==> config.mk <==
export PLATFORM = sky130hd
export DESIGN_NAME = alu_seq
export DESIGN_NICKNAME = d
export VERILOG_FILES = /design/src/rtl/alu_seq.sv
export SDC_FILE = /design/constraint.sdc
export NUM_CORES = 1
export LEC_CHECK = 0
export BUFFER_PORTS_ARGS = -buffer_cell sky130_fd_sc_hd__buf_2
export CORE_ASPECT_RATIO = 1.1
export CORE_MARGIN = 5
export CORE_UTILIZATION = 55
export DETAILED_ROUTE_END_ITERATION = 10
export PLACE_DENSITY_LB_ADDON = 0.15
export SETUP_SLACK_MARGIN = 0.02
export SLEW_MARGIN = 20
export SYNTH_ARGS = -nofsm -noshare
export SYNTH_HDL_FRONTEND = slang
export SYNTH_SLANG_ARGS = --single-unit
==> constraint.sdc <==
create_clock -name clk -period 3.71 [get_ports clk]
set_input_delay 0.742 -clock clk [delete_from_list [all_inputs] [get_ports clk]]
set_output_delay 0.742 -clock clk [all_outputs]
set_load 0.01 [all_outputs]
==> src/rtl/alu_seq.sv <==
// Sequential ALU with valid/ready on both sides. Logic and shift ops finish one cycle after acceptance; MUL/DIV/MOD take WIDTH+1.
// in_ready is high only when idle. A result is held in DONE until out_ready is seen, and no new op is accepted on that edge.
module alu_seq #(
   parameter int WIDTH = 8,
   parameter int SHW   = $clog2(WIDTH)
) (
   input  logic             clk,
   input  logic             rst_n,
   input  logic             in_valid,
   output logic             in_ready,
   input  logic [3:0]       op,
   input  logic [WIDTH-1:0] in1,
   input  logic [WIDTH-1:0] in2,
   output logic             out_valid,
   input  logic             out_ready,
   output logic [WIDTH-1:0] out,
   output logic [3:0]       flags
);

   typedef enum logic [1:0] {S_IDLE, S_BUSY, S_DONE} state_t;

   localparam logic [3:0] OP_ADD  = 4'd0;
   localparam logic [3:0] OP_SUB  = 4'd1;
   localparam logic [3:0] OP_AND  = 4'd2;
   localparam logic [3:0] OP_OR   = 4'd3;
   localparam logic [3:0] OP_XOR  = 4'd4;
   localparam logic [3:0] OP_NOT  = 4'd5;
   localparam logic [3:0] OP_NAND = 4'd6;
   localparam logic [3:0] OP_NOR  = 4'd7;
   localparam logic [3:0] OP_XNOR = 4'd8;
   localparam logic [3:0] OP_SHL  = 4'd9;
   localparam logic [3:0] OP_SHR  = 4'd10;
   localparam logic [3:0] OP_SRA  = 4'd11;
   localparam logic [3:0] OP_ROL  = 4'd12;
   localparam logic [3:0] OP_MUL  = 4'd13;
   localparam logic [3:0] OP_DIV  = 4'd14;
   localparam logic [3:0] OP_MOD  = 4'd15;

   localparam logic [SHW-1:0] LAST_STEP = SHW'(WIDTH - 1);

   state_t r_state;
   state_t w_state_nxt;

   logic [3:0]         r_op;
   logic [WIDTH-1:0]   r_a;
   logic [WIDTH-1:0]   r_b;
   logic [SHW-1:0]     r_cnt;
   logic [2*WIDTH-1:0] r_prod;
   logic [WIDTH-1:0]   r_rem;
   logic [WIDTH-1:0]   r_quo;
   logic [WIDTH-1:0]   r_out;
   logic [3:0]         r_flags;

   logic w_accept;
   logic w_multi;
   logic w_last;

   // ---------------------------------------------------------------- FSM
   always_ff @(posedge clk) begin
      if (!rst_n) begin
         r_state <= S_IDLE;
      end else begin
         r_state <= w_state_nxt;
      end
   end

   always_comb begin
      w_state_nxt = r_state;
      in_ready    = 1'b0;
      out_valid   = 1'b0;
      w_accept    = 1'b0;
      w_last      = 1'b0;
      w_multi     = (op == OP_MUL) || (op == OP_DIV) || (op == OP_MOD);
      case (r_state)
         S_IDLE: begin
            in_ready = 1'b1;
            if (in_valid) begin
               w_accept    = 1'b1;
               w_state_nxt = w_multi ? S_BUSY : S_DONE;
            end
         end
         S_BUSY: begin
            if (r_cnt == LAST_STEP) begin
               w_last      = 1'b1;
               w_state_nxt = S_DONE;
            end
         end
         S_DONE: begin
            out_valid = 1'b1;
            if (out_ready) begin
               w_state_nxt = S_IDLE;
            end
         end
         default: w_state_nxt = S_IDLE;
      endcase
   end

   // ------------------------------------------------- single-cycle ops
   logic [SHW-1:0]          w_amt;
   logic [WIDTH:0]          w_sum;
   logic [WIDTH:0]          w_dif;
   logic [WIDTH:0]          w_shl;
   logic [WIDTH:0]          w_shr;
   logic signed [WIDTH:0]   w_sra;
   logic [WIDTH-1:0]        w_rol;
   logic [WIDTH-1:0]        w_res;
   logic                    w_c;
   logic                    w_v;

   assign w_amt = in2[SHW-1:0];
   assign w_sum = {1'b0, in1} + {1'b0, in2};
   assign w_dif = {1'b0, in1} - {1'b0, in2};
   // Extra bit on the shifted-out side captures the last bit shifted out (0 for amount 0).
   assign w_shl = {1'b0, in1} << w_amt;
   assign w_shr = {in1, 1'b0} >> w_amt;
   assign w_sra = $signed({in1, 1'b0}) >>> w_amt;

   always_comb begin
      logic [SHW-1:0] w_src;
      w_rol = '0;
      w_src = '0;
      for (int i = 0; i < WIDTH; i++) begin
         w_src    = SHW'(i) - w_amt;
         w_rol[i] = in1[w_src];
      end
   end

   always_comb begin
      w_res = '0;
      w_c   = 1'b0;
      w_v   = 1'b0;
      case (op)
         OP_ADD: begin
            w_res = w_sum[WIDTH-1:0];
            w_c   = w_sum[WIDTH];
            w_v   = (in1[WIDTH-1] == in2[WIDTH-1]) && (w_sum[WIDTH-1] != in1[WIDTH-1]);
         end
         OP_SUB: begin
            w_res = w_dif[WIDTH-1:0];
            w_c   = w_dif[WIDTH];
            w_v   = (in1[WIDTH-1] != in2[WIDTH-1]) && (w_dif[WIDTH-1] != in1[WIDTH-1]);
         end
         OP_AND:  w_res = in1 & in2;
         OP_OR:   w_res = in1 | in2;
         OP_XOR:  w_res = in1 ^ in2;
         OP_NOT:  w_res = ~in1;
         OP_NAND: w_res = ~(in1 & in2);
         OP_NOR:  w_res = ~(in1 | in2);
         OP_XNOR: w_res = ~(in1 ^ in2);
         OP_SHL: begin
            w_res = w_shl[WIDTH-1:0];
            w_c   = w_shl[WIDTH];
         end
         OP_SHR: begin
            w_res = w_shr[WIDTH:1];
            w_c   = w_shr[0];
         end
         OP_SRA: begin
            w_res = w_sra[WIDTH:1];
            w_c   = w_sra[0];
         end
         OP_ROL:  w_res = w_rol;
         default: w_res = '0;
      endcase
   end

   // --------------------------------------------------- iterative ops
   logic [WIDTH:0]       w_psum;
   logic [2*WIDTH-1:0]   w_prod_nxt;
   logic [WIDTH:0]       w_rem_sh;
   logic                 w_fits;
   logic [WIDTH-1:0]     w_diff_lo;
   logic [WIDTH-1:0]     w_rem_nxt;
   logic [WIDTH-1:0]     w_quo_nxt;
   logic [WIDTH-1:0]     w_mres;
   logic                 w_mc;
   logic                 w_mv;

   // Multiply: high half accumulates the multiplicand, product shifts right past the multiplier bits.
   assign w_psum     = {1'b0, r_prod[2*WIDTH-1:WIDTH]} + {1'b0, (r_prod[0] ? r_a : {WIDTH{1'b0}})};
   assign w_prod_nxt = {w_psum, r_prod[WIDTH-1:1]};

   // Restoring divide: a zero divisor always "fits", yielding all-ones quotient and remainder = dividend.
   assign w_rem_sh  = {r_rem, r_quo[WIDTH-1]};
   assign w_fits    = (w_rem_sh >= {1'b0, r_b});
   assign w_diff_lo = w_rem_sh[WIDTH-1:0] - r_b;
   assign w_rem_nxt = w_fits ? w_diff_lo : w_rem_sh[WIDTH-1:0];
   assign w_quo_nxt = {r_quo[WIDTH-2:0], w_fits};

   always_comb begin
      w_mres = '0;
      w_mc   = 1'b0;
      w_mv   = 1'b0;
      case (r_op)
         OP_MUL: begin
            w_mres = w_prod_nxt[WIDTH-1:0];
            w_mc   = |w_prod_nxt[2*WIDTH-1:WIDTH];
         end
         OP_DIV: begin
            w_mres = w_quo_nxt;
            w_mv   = (r_b == '0);
         end
         OP_MOD: begin
            w_mres = w_rem_nxt;
            w_mv   = (r_b == '0);
         end
         default: w_mres = '0;
      endcase
   end

   // ---------------------------------------------------------- datapath
   always_ff @(posedge clk) begin
      if (!rst_n) begin
         r_op    <= '0;
         r_a     <= '0;
         r_b     <= '0;
         r_cnt   <= '0;
         r_prod  <= '0;
         r_rem   <= '0;
         r_quo   <= '0;
         r_out   <= '0;
         r_flags <= '0;
      end else if (w_accept) begin
         r_op   <= op;
         r_a    <= in1;
         r_b    <= in2;
         r_cnt  <= '0;
         r_prod <= {{WIDTH{1'b0}}, in2};
         r_rem  <= '0;
         r_quo  <= in1;
         if (!w_multi) begin
            r_out   <= w_res;
            r_flags <= {w_v, w_c, w_res[WIDTH-1], (w_res == '0)};
         end
      end else if (r_state == S_BUSY) begin
         r_cnt  <= r_cnt + SHW'(1);
         r_prod <= w_prod_nxt;
         r_rem  <= w_rem_nxt;
         r_quo  <= w_quo_nxt;
         if (w_last) begin
            r_out   <= w_mres;
            r_flags <= {w_mv, w_mc, w_mres[WIDTH-1], (w_mres == '0)};
         end
      end
   end

   assign out   = r_out;
   assign flags = r_flags;

endmodule

== Word-level counts from Yosys, hierarchy flattened ==
Index checks and enable logic that the tools add are counted.

* Add/subtract/negate cells: 13
* $mul: 0
* Div/mod/pow operators: 0
* $lt $le $gt $ge: 9
* Eq/ne operators: 29
* Shift operators: 3
* Multiplexer cells: 47
* Bitwise logic cells: 8
* Reductions and logical operators: 16

{| class="wikitable"
|+ Operators by type and width
! kind !! number
|-
| $pmux 8 s13 || 1
|-
| $mux 8 || 10
|-
| $eq 4x4->1 const B || 11
|-
| $lt 3x4->1 const B || 8
|-
| $not 8->8 || 4
|-
| $bmux 1 s3 || 8
|-
| $logic_not 8->1 || 3
|-
| $pmux 8 s3 || 1
|-
| $add 8x8->9 || 2
|-
| $eq 4x3->1 const B || 4
|-
| $mux 1 || 16
|-
| $mux 4 || 4
|-
| $sub 3x3->3 const A || 4
|-
| $ge 9x8->1 || 1
|-
| $shl 8x3->9 || 1
|-
| $shr 9x3->9 || 1
|-
| $sshr 9x3->9 || 1
|-
| $sub 8x8->9 || 1
|-
| $and 8x8->8 || 1
|-
| $eq 4x2->1 const B || 2
|-
| $mux 2 || 4
|-
| $ne 2x2->1 const B || 4
|-
| $or 8x8->8 || 1
|-
| $reduce_or 8->1 || 1
|-
| other kinds (22) || 31
|}

* Register bits: 69
* Latch bits: 0
* RAM bits: 0
* Bits in read-only memories: 0
* Word-level logic and storage cells: 136
* Memories kept: 0

== Logic depth before layout (Yosys ltp) ==
Gate-level depths: netlist (run 1).

* Depth in word-level cells: 7
* Mapped depth: 14
* Depth with buffers taken out: 13

== Worst setup path after synthesis (run 1) ==
Ideal clock, no wire load.

* Path type: input -> register
* Start: input in2[0]
* End: register r_out[6] (netlist: out[6])
* Library setup time: 0.070 ns
* Arrival: 3.401 ns
* Path slack: 0.239 ns
* Cell stages on the path: 12
* Path buffers: 2
* Path through: clkbuf_1 -> clkinv_1 -> ha_1 -> clkbuf_1 -> mux2i_1 -> mux4_2 -> nor3_1 -> nor4_1 -> o221ai_1 -> nor2_1 -> or3_1 -> a21oi_1

* Longest elaborated chain between the ends: 6
* Elaborated cells on any way between the ends: 11
* Classes of those cells: add/sub: 3; shift: 3; mux: 5

{| class="wikitable"
|+ Ends and longest elaborated chain
! item !! line !! source
|-
| start: declaration || 13 || <nowiki>input logic [WIDTH-1:0] in2,</nowiki>
|-
| $sub 3x3->3 || 123 || <nowiki>w_src = SHW'(i) - w_amt;</nowiki>
|-
| $bmux 1 s3 || 124 || <nowiki>w_rol[i] = in1[w_src];</nowiki>
|-
| $mux 1 (implied by the code) || 124 ||
|-
| $pmux 8 s13 (*) || 132 || <nowiki>case (op)</nowiki>
|-
| $mux 8 (*) || 231 || <nowiki>if (!w_multi) begin</nowiki>
|-
| $mux 8 (*) || 223 || <nowiki>end else if (w_accept) begin</nowiki>
|-
| end signal: assignment || 232 || <nowiki>r_out <= w_res;</nowiki>
|-
| end signal: assignment || 241 || <nowiki>r_out <= w_mres;</nowiki>
|-
| end: declaration || 51 || <nowiki>logic [WIDTH-1:0] r_out;</nowiki>
|}

Mark *: on every way between the ends. The rest lies on a longest branch, timed or not. The select of a mux whose other input is x is not followed.
A chain may end at the register's enable or synchronous reset.

== Worst setup path in the final report (run 1) ==
* Start: register r_b[2]
* End: register r_flags[0] (netlist: flags[0])

* Longest elaborated chain between the ends: 7
* Elaborated cells on any way between the ends: 8
* Classes of those cells: add/sub: 1; order compare: 1; mux: 5; reduce/logical: 1

{| class="wikitable"
|+ Ends and longest elaborated chain
! item !! line !! source
|-
| start: declaration || 46 || <nowiki>logic [WIDTH-1:0] r_b;</nowiki>
|-
| start signal: assignment || 226 || <nowiki>r_b <= in2;</nowiki>
|-
| $sub 8x8->8 or $ge 9x8->1 (tied branches) || 186, 185 ||
|-
| $mux 8 || 187 || <nowiki>assign w_rem_nxt = w_fits ? w_diff_lo : w_rem_sh[WIDTH-1:0];</nowiki>
|-
| $pmux 8 s3 (*) || 194 || <nowiki>case (r_op)</nowiki>
|-
| $logic_not 8->1 (*) || 242 || <nowiki>r_flags <= {w_mv, w_mc, w_mres[WIDTH-1], (w_mres == '0)};</nowiki>
|-
| $mux 4 (*) || 240 || <nowiki>if (w_last) begin</nowiki>
|-
| $mux 4 (*) || 235 || <nowiki>end else if (r_state == S_BUSY) begin</nowiki>
|-
| $mux 4 (*) || 223 ||
|-
| end signal: assignment || 233 || <nowiki>r_flags <= {w_v, w_c, w_res[WIDTH-1], (w_res == '0)};</nowiki>
|-
| end signal: assignment || 242 ||
|-
| end: declaration || 52 || <nowiki>logic [3:0] r_flags;</nowiki>
|}

Marked as above.

==> reports/qor.yml, run 1 <==
logic_synthesis:
  synth_seq_cells: 68
  synth_fp_nets: 916
  yosys-top-cells-count: "140 x sky130_fd_sc_hd__nand2_1, 72 x sky130_fd_sc_hd__a21oi_1, 68 x sky130_fd_sc_hd__dfxtp_1, 61 x sky130_fd_sc_hd__nor2_1, 50 x sky130_fd_sc_hd__clkbuf_1"
  synth.most_common_cell: "sky130_fd_sc_hd__nand2_1"
  synth_sequential_area_ratio: 0.222
  postSynth.asyncResetShare: 0
  post-synth-top-area-fraction: 0.222
  yosys-top-cells-area: "sky130_fd_sc_hd__dfxtp_1 22%, sky130_fd_sc_hd__ha_1 9.2%, sky130_fd_sc_hd__nand2_1 8.6%, sky130_fd_sc_hd__a21oi_1 5.9%, sky130_fd_sc_hd__nor2_1 3.7%"
  yosys.area.top_type: "sky130_fd_sc_hd__dfxtp_1"
  number_of_unique_standard_cell_types_used_by_synthesis: 70
  netlist_area_sq_um: 6120
  post_synthesis_mean_instance_area_sq_um: 7.27
  postSynth.topFlopCell: "sky130_fd_sc_hd__dfxtp_1"
  synthCells: 843
  synth_enable_flop_cells: 0
  synth-warning-count: 0
final_layout:
  drive_above_1_share: 0.115
  synthToLayoutAreaGrowth_pct: 10.5
  combined_area_of_the_multi_input_logic_cells_sq_um: 4360
  filler_cell_count: 1063
  fin_nets: 932
  final_cell_area_sq_um: 6770
  diodes: 0
  area.sequential_sq_um: 1360
power_and_ir_drop:
  vdd_ir_drop_max_mv: 0.236
  cellPowerDensity_nw_per_um2: 347
  p_leak_nw: 2.70
  totalPowerFinal_mw: 2.35
timing:
  timing.final.crit_share: 0.916
  maxSlewHeadroom: 0.488
  final-setup-viol-count: 0
  setup_ws_ns: 0.313
  grt_setup_unrepaired: "no"
  report.final.slew_viol_count: 0
  fmaxAchievable_ghz: 0.294
  timing_hold_violations_final: 0
  worst_slew_pin_slew_ns: 0.767
  period_needed_ns: 3.40
  fin_skew_ns: 0.00655
  final_hold_slack_ns: 0.462
  sum_of_negative_setup_slack_ns: 0
global_routing:
  wire_length_of_the_first_global_routing_pass_um: 32200
  global_route.overflow_total: 0
  grtUsageTotal: 0.294
  pin_count_of_the_biggest_net_entering_global_routing: 37
  antenna_violations_before_repair: 0
  grt_pass1_vias: 6357
worst_setup_path:
  minimum_setup_slack_among_reg_to_reg_paths_ns: 0.31
  critical_path_class: "flip-flop to flip-flop"
  critPathRequiredTime_ns: 3.97
  worst_r2r_path_depth: 11
  worstPathMaxFanout: 15
  worst_r2r_startpoint: "r_b[2]"
  cp.arrival_ns: 3.66
  rr_endpoint: "flags[0]"
  crit_path_start_kind: "flip-flop"
  cp-end-kind: "flip-flop"
  startpoint: "r_b[2]"
place:
  globalplace.congestion: 1.01
  place_ws_ns: 0.234
  cell_area_after_placement_sq_um: 6460
  io_buffers: 37
  post-dp-hpwl_um: 15100
route:
  via_count: 6477
  detail_route.drc_violations: 0
  ant_nets: 0
  postRouteWirelength_um: 19700
  via_per_inst: 6.41
  drt_iter0_drc: 672
  avgRoutedWirePerCell_um: 19.5
  drt_pass1_iterations: 5
cts:
  clock_pin_slew_on_the_worst_setup_and_hold_paths_ns: 0.05
  tritoncts_num_sinks: 68
  max-clock-path-buffers: 2
  clk_latency_ns: 0.34
  h_tree_levels: 3
  clock-root-buffer: "sky130_fd_sc_hd__clkbuf_16"
  cts_made_buffers: 9
  postCtsSetupBuffers: 0
  clock_tree_from_tritoncts: "done"
hold_path:
  whs_endpoint: "out[4]"
  hp-start: "out[4]"
  min_path_type: "flip-flop to flip-flop"
  hold_path_depth: 2
die:
  die_outline_width_um: 111
  rows: 40
  core_sq_um: 10900
  floorplan.die_area_sq_um: 13300
  die_outline_height_um: 121
  ios: 38
  floorplan.initialDensity: 0.561
status:
  outcome: "complete, no violations"
job:
  maxCapViolCount: 0
-- cell families after synthesis --
group	count (synthesis)	share of synthesized area
DFF	68	0.222
AOI/OAI and AO/OA	261	0.278
and+or+nand+nor	312	0.235
adders and majority gates	49	0.105
buffers and inverters	103	0.0672
muxes	28	0.0607
xor gates and xnor gates	22	0.0315
-- placed cells by master, fill, tap and decap left out, drive strengths merged, types with 6 or more instances in the layout --
master and count:
nand2 141, a21oi 72, dfxtp 68, buf 65, nor2 61, ha 45
o21ai 43, inv 41, a31oi 24, nor3 19, nor2b 19, a21boi 19
mux2i 18, a211oi 17, xnor2 15, and2 15, nand3 13, clkbuf 10
o211ai 9, nand2b 8, o22ai 8, nor4 7, mux4 7, xor2 7
a32oi 6, o21bai 6
-- worst max-delay path, stage by stage, from the launching register on --
cell and delay (ns):
sky130_fd_sc_hd__dfxtp_1 0.36, sky130_fd_sc_hd__inv_1 0.06, sky130_fd_sc_hd__ha_1 0.40, sky130_fd_sc_hd__nand2_1 0.09, sky130_fd_sc_hd__o21ai_0 0.25, sky130_fd_sc_hd__a41oi_2 0.23
sky130_fd_sc_hd__and2_2 0.35, sky130_fd_sc_hd__a21oi_1 0.26, sky130_fd_sc_hd__a311oi_1 0.17, sky130_fd_sc_hd__or4_1 0.52, sky130_fd_sc_hd__or4_1 0.48, sky130_fd_sc_hd__a31oi_1 0.16
-- power breakdown --
part	total, mW	leakage, nW	internal (mW)	switching (mW)
Sequential	0.809	0.556	0.773	0.0366
Clock	0.855	0.144	0.536	0.319
Combinational	0.684	2.00	0.260	0.424
Total	2.35	2.70	1.57	0.779
-- routing by layer --
metal,share of wire,track usage,vias up,routed length [um]
li1,-,-,3064,-
met1,0.38,0.340,3043,7540
met2,0.48,0.509,294,9550
met3,0.070,0.0470,76,1390
met4,0.062,0.182,0,1220
met5,0,0,-,0
-- stage by stage --
| stage | cells | utilization |
|---|---|---|
| CTS | 1011 | 0.619 |
| detailed placement | 995 | 0.592 |
| global route | 1011 | 0.620 |
| finish | 1011 | 0.620 |
| floorplan | 843 | - |
| global placement | 995 | 0.592 |
-- how the worst max path moves through the flow --
stage,end,slack [ns],depth (start not counted)
2_1_floorplan,out[6],0.24,12
3_3_place_gp,flags[0],0.32,11
3_5_place_dp,flags[0],0.23,11
4_1_cts,flags[0],0.21,11
5_1_grt,flags[0],0.06,11
6_report,flags[0],0.31,11
-- sequential cells by signal (all words and copies together) (netlist names) --
register,cells
r_cnt,3
r_state,2
r_quo,8
r_a,8
out,7
flags,4
r_b,8
r_prod,16
r_op,4
r_rem,8
-- repair_timing --
item	in CTS	in global routing
hold buffers	0	0
setup endpoints to repair	0	2
resized for setup	0	2
-- cell type report --
| class | instances | area share |
|---|---|---|
| multi-input cells | 672 | 0.645 |
| flip-flops and latches | 68 | 0.201 |
| repair buffers | 65 | 0.0584 |
| clock buffers | 10 | 0.0353 |
| well taps | 147 | 0.0272 |
| inverters | 43 | 0.0238 |
| clock inverters | 6 | 0.00943 |
Power figures use the tool's default switching activity.
==> run 2: changes to the inputs <==
--- a/config.mk
+++ b/config.mk
@@ -10,6 +10,7 @@
 export CORE_MARGIN = 5
 export CORE_UTILIZATION = 55
 export DETAILED_ROUTE_END_ITERATION = 10
+export GPL_TIMING_DRIVEN = 0
 export PLACE_DENSITY_LB_ADDON = 0.15
 export SETUP_SLACK_MARGIN = 0.02
 export SLEW_MARGIN = 20
==> run 2 against run 1 <==
Net effect:
- cell area increased by 0.26%
- clock skew is 0.0036 ns lower
- setup slack got worse by 0.15 ns
- maximum frequency decreased by 4.2%
- die area did not move
- sequential share of layout area is 0.052 points lower
- sequential power about the same
- core utilization up 0.16 points
- cell count is 2.5% higher
- largest power group is now registers
- highest routed layer unchanged
==> reports/qor.yml, run 2 (synthesis gave the netlist of run 1 again) <==
status:
  outcome: "complete, no violations"
final_layout:
  finalCoreUtilization: 0.622  # +0.00161
  final_cell_mix: "140 x sky130_fd_sc_hd__nand2_1, 72 x sky130_fd_sc_hd__a21oi_1, 68 x sky130_fd_sc_hd__dfxtp_1"
  instances_no_fill: 1036  # +2.5%
  regMostFlops: "r_prod"
  area.sequential_sq_um: 1360  # unchanged
  filler_cell_count: 1071  # +0.75%
  combined_area_of_the_multi_input_logic_cells_sq_um: 4380  # +0.32%
  synthToLayoutAreaGrowth_pct: 10.8
  drive_above_1_share: 0.0866  # -0.0280
  final_cell_area_sq_um: 6790  # +0.26%
  diodes: 0  # unchanged
  fin_nets: 957  # +2.7%
  largest_register_ff_count: 16  # unchanged
  layout_commonest_cell: "sky130_fd_sc_hd__nand2_1"
place:
  globalplace.congestion: 0.989  # -2.2%
  dp.cells: 1024  # +2.9%
  io_buffers: 34  # -8.1%
  cell_area_after_placement_sq_um: 6480  # +0.35%
  post-dp-hpwl_um: 16500  # +9.2%
  place_ws_ns: -0.929  # -1.16 ns
route:
  postRouteWirelength_um: 21200  # +7.5%
  drt_iter0_drc: 693  # +3.1%
  avgRoutedWirePerCell_um: 20.4  # +4.9%
  drt_pass1_iterations: 7  # +2
  via_per_inst: 6.41  # about the same
  ant_nets: 0  # unchanged
  detail_route.drc_violations: 0  # unchanged
  via_count: 6639  # +2.5%
global_routing:
  wire_length_of_the_first_global_routing_pass_um: 33400  # +3.8%
  antenna_violations_before_repair: 0  # unchanged
  pin_count_of_the_biggest_net_entering_global_routing: 14  # -62%
  grtUsageTotal: 0.308  # +0.0133
  global_route.overflow_total: 0  # unchanged
  grt_pass1_vias: 6515  # +2.5%
cts:
  clock_pin_slew_on_the_worst_setup_and_hold_paths_ns: 0.05  # about the same
  clock_tree_from_tritoncts: "done"
  h_tree_levels: 3  # unchanged
  cts_made_buffers: 9  # unchanged
  clock-root-buffer: "sky130_fd_sc_hd__clkbuf_16"
  clk_latency_ns: 0.33  # about the same
  tritoncts_num_sinks: 68  # unchanged
  max-clock-path-buffers: 2  # unchanged
timing:
  period_needed_ns: 3.55  # +0.151 ns
  fin_skew_ns: 0.00295  # -0.00360 ns
  maxSlewHeadroom: 0.360  # -0.129
  final-setup-viol-count: 0  # unchanged
  grt_setup_unrepaired: "no"
  timing.final.crit_share: 0.956  # +0.0406
  final_hold_slack_ns: 0.457  # -0.00541 ns
  sum_of_negative_setup_slack_ns: 0  # unchanged
  worst_slew_pin_slew_ns: 0.952  # +0.185 ns
  setup_ws_ns: 0.162  # -0.151 ns
  timing_hold_violations_final: 0  # unchanged
  fmaxAchievable_ghz: 0.282  # -4.2%
  report.final.slew_viol_count: 0  # unchanged
die:
  floorplan.die_area_sq_um: 13300  # unchanged
  die_outline_height_um: 121  # unchanged
  core_sq_um: 10900  # unchanged
  ios: 38  # unchanged
  floorplan.initialDensity: 0.561  # unchanged
  die_outline_width_um: 111  # unchanged
  rows: 40  # unchanged
worst_setup_path:
  worst_r2r_path_depth: 12  # +1
  worst_r2r_startpoint: "r_b[7]"
  crit_path_start_kind: "input pin"
  worstPathMaxFanout: 13  # -2
  cp.arrival_ns: 3.81  # +0.15 ns
  critical_path_class: "input pin to flip-flop"
  cp-end-kind: "flip-flop"
  critPathRequiredTime_ns: 3.97  # about the same
  startpoint: "in2[0]"
power_and_ir_drop:
  p_leak_nw: 2.65  # -1.9%
  swShare: 0.336  # +0.00367
  relative_contribution_of_combinational_cells_to_total_power: 0.307  # +0.016
  cellInternalPower_mw: 1.54  # -1.8%
  vdd_ir_drop_max_mv: 0.226  # -3.9%
  cellPowerDensity_nw_per_um2: 342  # -1.5%
  totalPowerFinal_mw: 2.32  # -1.3%
  power_switching_uw: 778  # -0.18%
  power_frac_clock: 0.345  # -0.019
  seq_power_share: 0.348  # +0.003
hold_path:
  min_path_type: "flip-flop to flip-flop"
  hp-start: "r_a[7]"
  hold_path_depth: 2  # unchanged
job:
  maxCapViolCount: 0  # unchanged
-- run 2: changes by cell type in the layout (fill, tap and decap cells not counted), moves of 2 or more --
cell and change:
sky130_fd_sc_hd__buf_1 +4, sky130_fd_sc_hd__buf_4 -24, sky130_fd_sc_hd__clkbuf_8 +2, sky130_fd_sc_hd__clkinv_1 -2, sky130_fd_sc_hd__buf_6 +2, sky130_fd_sc_hd__clkbuf_1 +47
-- run 2: worst paths after layout --
check	end	slack [ns]
setup / recovery	flags[0]	0.16
hold / removal	r_a[7]	0.46
setup reg to reg	flags[0]	0.20
hold reg to reg	r_a[7]	0.46
-- run 2: final cells by class --
type                       instances  share of cell area
clock inverter                     1            0.000738
sequential                        68               0.201
clock buffer                      15              0.0409
buffer                            54              0.0336
inverter                          43              0.0247
tap                              147              0.0271
timing repair buffer              36              0.0273
multi-input combinational        672               0.645
-- run 2: critical path, stage by stage --
cell and delay, ns:
sky130_fd_sc_hd__buf_2 0.30, sky130_fd_sc_hd__clkinv_2 0.27, sky130_fd_sc_hd__ha_1 0.34, sky130_fd_sc_hd__clkbuf_1 0.30, sky130_fd_sc_hd__mux2i_1 0.30, sky130_fd_sc_hd__mux4_2 0.28
sky130_fd_sc_hd__nor3_1 0.06, sky130_fd_sc_hd__nor4_2 0.50, sky130_fd_sc_hd__o221ai_1 0.25, sky130_fd_sc_hd__nor2_1 0.16, sky130_fd_sc_hd__nand4bb_1 0.13, sky130_fd_sc_hd__a31oi_1 0.17
-- run 2: power groups by stage --
stage | combinational, mW | sequential (mW) | clock, mW
after floorplan | 0.481 | 0.815 | 0
after global routing | 0.769 | 0.810 | 0.840
after detailed placement | 0.686 | 0.820 | 0
after CTS | 0.689 | 0.805 | 0.806
final | 0.712 | 0.806 | 0.801
after global placement | 0.674 | 0.819 | 0
-- run 2: timing repair --
| item | in CTS | in global routing |
|---|---|---|
| setup endpoints to repair | 3 | 3 |
| gates resized for setup | 3 | 4 |
| setup buffers | 0 | 2 |
| hold buffers | 0 | 0 |
-- run 2: per-layer routing --
metal / share of wire / vias to the layer above / global-route usage
met1: 0.38 / 3133 / 0.348
met5: 0 / - / 0
met4: 0.065 / 0 / 0.197
met3: 0.062 / 88 / 0.0325
met2: 0.49 / 311 / 0.550
li1: - / 3107 / -
